`src/rtl/pipe_ctrl.sv`:
```
// Pipeline sequencer: merges load-use and multi-cycle EX stalls, runs the divider
// start/done/cancel handshake with a timeout, and issues a registered flush + redirect PC.
module pipe_ctrl #(
  parameter int unsigned STALL_W    = 6,
  parameter int unsigned MC_TIMEOUT = 64,
  parameter int unsigned CNT_W      = 7
) (
  input  logic               clk,
  input  logic               rst,
  input  logic               stallreq_id_i,
  input  logic               ex_mc_req_i,
  input  logic               mc_done_i,
  input  logic               flush_req_i,
  input  logic [31:0]        flush_pc_i,
  output logic [STALL_W-1:0] stall_o,
  output logic               flush_o,
  output logic [31:0]        new_pc_o,
  output logic               mc_start_o,
  output logic               mc_cancel_o,
  output logic               mc_timeout_o
);

  localparam int unsigned ST_W = 2;
  localparam logic [ST_W-1:0] IDLE    = 2'd0;
  localparam logic [ST_W-1:0] MC_WAIT = 2'd1;
  localparam logic [ST_W-1:0] MC_DONE = 2'd2;

  localparam logic [STALL_W-1:0] STALL_NONE = '0;
  localparam logic [STALL_W-1:0] STALL_EX   = STALL_W'(6'b001111);
  localparam logic [STALL_W-1:0] STALL_ID   = STALL_W'(6'b000111);
  localparam logic [CNT_W-1:0]   CNT_LAST   = CNT_W'(MC_TIMEOUT - 1);

  logic [ST_W-1:0]  state_q, state_d;
  logic [CNT_W-1:0] cnt_q, cnt_d;
  logic             flush_q, flush_d;
  logic [31:0]      pc_q, pc_d;
  logic             start_q, start_d;
  logic             cancel_q, cancel_d;
  logic             timeout_q, timeout_d;

  logic kill_c;
  logic ex_stall_c;

  assign kill_c     = flush_req_i | flush_q;
  assign ex_stall_c = ((state_q == IDLE) & ex_mc_req_i & ~kill_c) | (state_q == MC_WAIT);

  // Hold vector is combinational so a stall takes effect in the request cycle.
  always_comb begin
    stall_o = STALL_NONE;
    if (!rst) begin
      stall_o = STALL_NONE;
    end else if (flush_q) begin
      stall_o = STALL_NONE;
    end else if (ex_stall_c) begin
      stall_o = STALL_EX;
    end else if (stallreq_id_i) begin
      stall_o = STALL_ID;
    end
  end

  // Next-state and registered-output logic; a flush request overrides every state.
  always_comb begin
    state_d   = state_q;
    cnt_d     = cnt_q;
    start_d   = 1'b0;
    cancel_d  = 1'b0;
    timeout_d = timeout_q;
    flush_d   = flush_req_i;
    pc_d      = flush_req_i ? flush_pc_i : pc_q;

    if (flush_req_i) begin
      state_d  = IDLE;
      cnt_d    = '0;
      cancel_d = (state_q == MC_WAIT);
    end else begin
      case (state_q)
        IDLE: begin
          if (ex_mc_req_i && !flush_q) begin
            state_d = MC_WAIT;
            cnt_d   = '0;
            start_d = 1'b1;
          end
        end
        MC_WAIT: begin
          cnt_d = cnt_q + CNT_W'(1);
          if (mc_done_i) begin
            state_d = MC_DONE;
          end else if (cnt_q == CNT_LAST) begin
            state_d   = MC_DONE;
            timeout_d = 1'b1;
          end
        end
        MC_DONE: begin
          state_d = IDLE;
        end
        default: begin
          state_d = IDLE;
          cnt_d   = '0;
        end
      endcase
    end
  end

  always_ff @(posedge clk or negedge rst) begin
    if (!rst) begin
      state_q   <= IDLE;
      cnt_q     <= '0;
      flush_q   <= 1'b0;
      pc_q      <= 32'h0;
      start_q   <= 1'b0;
      cancel_q  <= 1'b0;
      timeout_q <= 1'b0;
    end else begin
      state_q   <= state_d;
      cnt_q     <= cnt_d;
      flush_q   <= flush_d;
      pc_q      <= pc_d;
      start_q   <= start_d;
      cancel_q  <= cancel_d;
      timeout_q <= timeout_d;
    end
  end

  assign flush_o      = flush_q;
  assign new_pc_o     = pc_q;
  assign mc_start_o   = start_q;
  assign mc_cancel_o  = cancel_q;
  assign mc_timeout_o = timeout_q;

endmodule

```
`config.mk`:
```
export PLATFORM = sky130hd
export DESIGN_NAME = pipe_ctrl
export DESIGN_NICKNAME = d
export VERILOG_FILES = /design/src/rtl/pipe_ctrl.sv
export SDC_FILE = /design/constraint.sdc
export NUM_CORES = 1
export LEC_CHECK = 0
export CAP_MARGIN = 20
export CORE_MARGIN = 10
export CORE_UTILIZATION = 40
export DETAILED_ROUTE_END_ITERATION = 8
export PLACE_DENSITY = 0.81
export SETUP_SLACK_MARGIN = 0.1
export SLEW_MARGIN = 15
export SYNTH_ARGS = -nofsm -noshare
export SYNTH_HDL_FRONTEND = slang
export SYNTH_SLANG_ARGS = --single-unit
```
`constraint.sdc`:
```
create_clock -name clk -period 1.9 [get_ports clk]
set_input_delay 0.285 -clock clk [delete_from_list [all_inputs] [get_ports clk]]
set_output_delay 0.285 -clock clk [all_outputs]
set_load 0.1 [all_outputs]
```
==> results.toml <==
[logic_synthesis]
synth_xor_area_frac = 0
synth-edff-count = 0
yosys_register_bits = 45
synthSimpleGateAreaFrac = 0.0811
netlist_area_um2 = 1850
ys_seq_area_frac = 0.609
syn_inst = 133
syn_area_per_cell_um2 = 13.9
async_flop_share = 1.00
synth_compound_area_frac = 0.0642
synth_cell_types = 34
synthFlopType = "dfrtp_1"
synth_fa_ha_area_frac = 0.00676
synth_top_family_by_area = "multiplexers"
synthMuxAreaShare = 0.200
ys_warn_count = 0

[timing]
period_minus_slack_ps = 1740
fin_setup_tns_ps = 0
clock.fmax_mhz = 575
whs_ps = 60.2
worst_slack_ps = 162
post-route-period-util = 0.915
hold_violations = 0
clock_skew_ps = 1.69
rsz0062_at_grt = "no"
setup_viol = 0
slew_headroom = 0.604
worst_pin_slew_ps = 586
slew_violations = 0

[power]
leakagePower_nw = 1.30
power.total_mw = 2.69
ir_worst_vdd_mv = 0.595
p_per_area_nw_per_um2 = 959

[placed_design]
hpwl_mm = 3.54
port_buffers = 77
placed_cells = 261
place.gp.congestion = 0.905
dp_slack_ps = 32.3

[drt]
drt.antenna.violating_nets = 0
wire_per_inst_um = 16.6
dr.pass1.iters = 4
drc = 0
routed_wl_mm = 4.51
drt-initial-drc-count = 94
num_vias = 1333
viasPerCell = 4.92

[floorplan]
rows = 24
die_y_um = 88.0
initial_core_util = 0.419
die_w_um = 88.0
die-area_um2 = 7750
core-area_um2 = 4410
ios = 80

[global_route]
grt_pass1_wl_mm = 7.29
antenna_found_initial = 0
track_usage = 0.119
grt_use_met1 = 0.136
grt_max_degree = 31
use_met2 = 0.198
grt-ovfl-total = 0
top_usage_layer = "met2"
use_met3 = 0.0446
grt_pass1_vias = 1413

[final_layout]
final_cell_mix = "dfrtp_1 (44), buf_4 (44), clkdlybuf4s50_1 (34)"
layout.cells.non_filler = 271
antenna_cells = 0
area_delta_synth_final_pct = 51.5
nets = 257
final_layout_size_suffix_gt1_frac = 0.434

[clock_network]
clk_pin_slew_ps = 80
numCtsBuffers = 5
numClockSinks = 45
cts_root_buf = "clkbuf_8"
htreeDepth = 2
clockBufferDepth = 2
cts_tree = "done"
clk_latency_ps = 290

[flow_run]
maxCapViolCount = 0

[worst_setup_path]
crit_path_start_kind = "flip-flop"
worstPathArrival_ps = 1450
slowest_stage = "dfrtp_4"
crit_path_max_incr_delay_ps = 510
end_kind = "output pin"
cp_cell_sequence = "nor2_4 -> o211a_4 -> o21bai_4 -> buf_12"
cp_top_family = "flip-flops"
worstSetupPathType = "flip-flop to output pin"
critPathMaxFanout = 3
crit_buf_inv = 1
cp.required_ps = 1620

[worst_hold_path]
min_path_type = "input port to asynchronous set/reset pin"

[outcome]
run_status = "finished clean"
[sequential cells by signal, summed over array words and instances (netlist names)]
register,flops
state_q,2
cnt_q,7
new_pc_o,32
mc_cancel_o,1
flush_o,1
mc_start_o,1
mc_timeout_o,1
[report_power, final]
group | internal [mW] | switching (mW)
registers | 1.03 | 0.0407
logic | 0.265 | 0.716
clock network | 0.329 | 0.308
total | 1.63 | 1.06
[area by class of cell]
type / count / area [um2]
inverters: 2 / 7.51
repair buffers: 87 / 807
clock buffers: 7 / 96.3
clock inverters: 1 / 5.00
multi-input cells: 77 / 693
well taps: 52 / 65.1
fillers: 356 / 1610
flip-flops and latches: 45 / 1130
[worst paths after layout]
| check | from | cells past startpoint | to | slack, ps |
|---|---|---|---|---|
| setup reg to reg | flush_o$_DFF_PN0_ | 3 | cnt_q[6]$_DFFE_PN0P_ | 340 |
| hold reg to reg | mc_timeout_o$_DFFE_PN0P_ | 1 | mc_timeout_o$_DFFE_PN0P_ | 460 |
| hold / removal | rst | 2 | new_pc_o[29]$_DFFE_PN0P_ | 60 |
| setup / recovery | flush_o$_DFF_PN0_ | 4 | stall_o[2] | 160 |
| min in group clk | mc_timeout_o$_DFFE_PN0P_ | 1 | mc_timeout_o$_DFFE_PN0P_ | 460 |
| max in group asynchronous | rst | 3 | new_pc_o[13]$_DFFE_PN0P_ | 1170 |
[what timing repair did]
action	CTS	global route
setup buffers	0	1
setup endpoints to repair	3	3
endpoints found under the hold margin	15	0
gates resized for setup	3	1
hold buffers	1	0
[cells in the mapped netlist (all sizes together), types with 4 or more instances]
master  instances  area share
buf             6       0.025
clkbuf          4      0.0081
dfrtp          45        0.61
mux2           32        0.19
nand2           4      0.0081
nand3           5       0.014
nor2            4      0.0081
[kinds of logic (layout without fill, tap and decap cells)]
kind of cell             after synthesis  count (layout)
AND/OR/NAND/NOR                       26              26
other                                  1               2
buffers and inverters                 12              97
flip-flops                            45              45
adder cells (fa/ha/maj)                1               1
multiplexers                          33              33
AO/OA/AOI/OAI                         15              15
[through the flow]
step,util,cell area [um2]
floorplan,-,1910
global placement,0.606,2680
detailed placement,0.606,2680
CTS,0.633,2790
global route,0.635,2800
finish,0.635,2800
[per-layer routing]
metal	wire length [um]	share of wire	up-vias
met5	0	0	-
met4	67	0.015	0
met3	365	0.081	5
met2	2310	0.51	47
met1	1760	0.39	646
li1	-	-	635
Power figures use the tool's default switching activity.
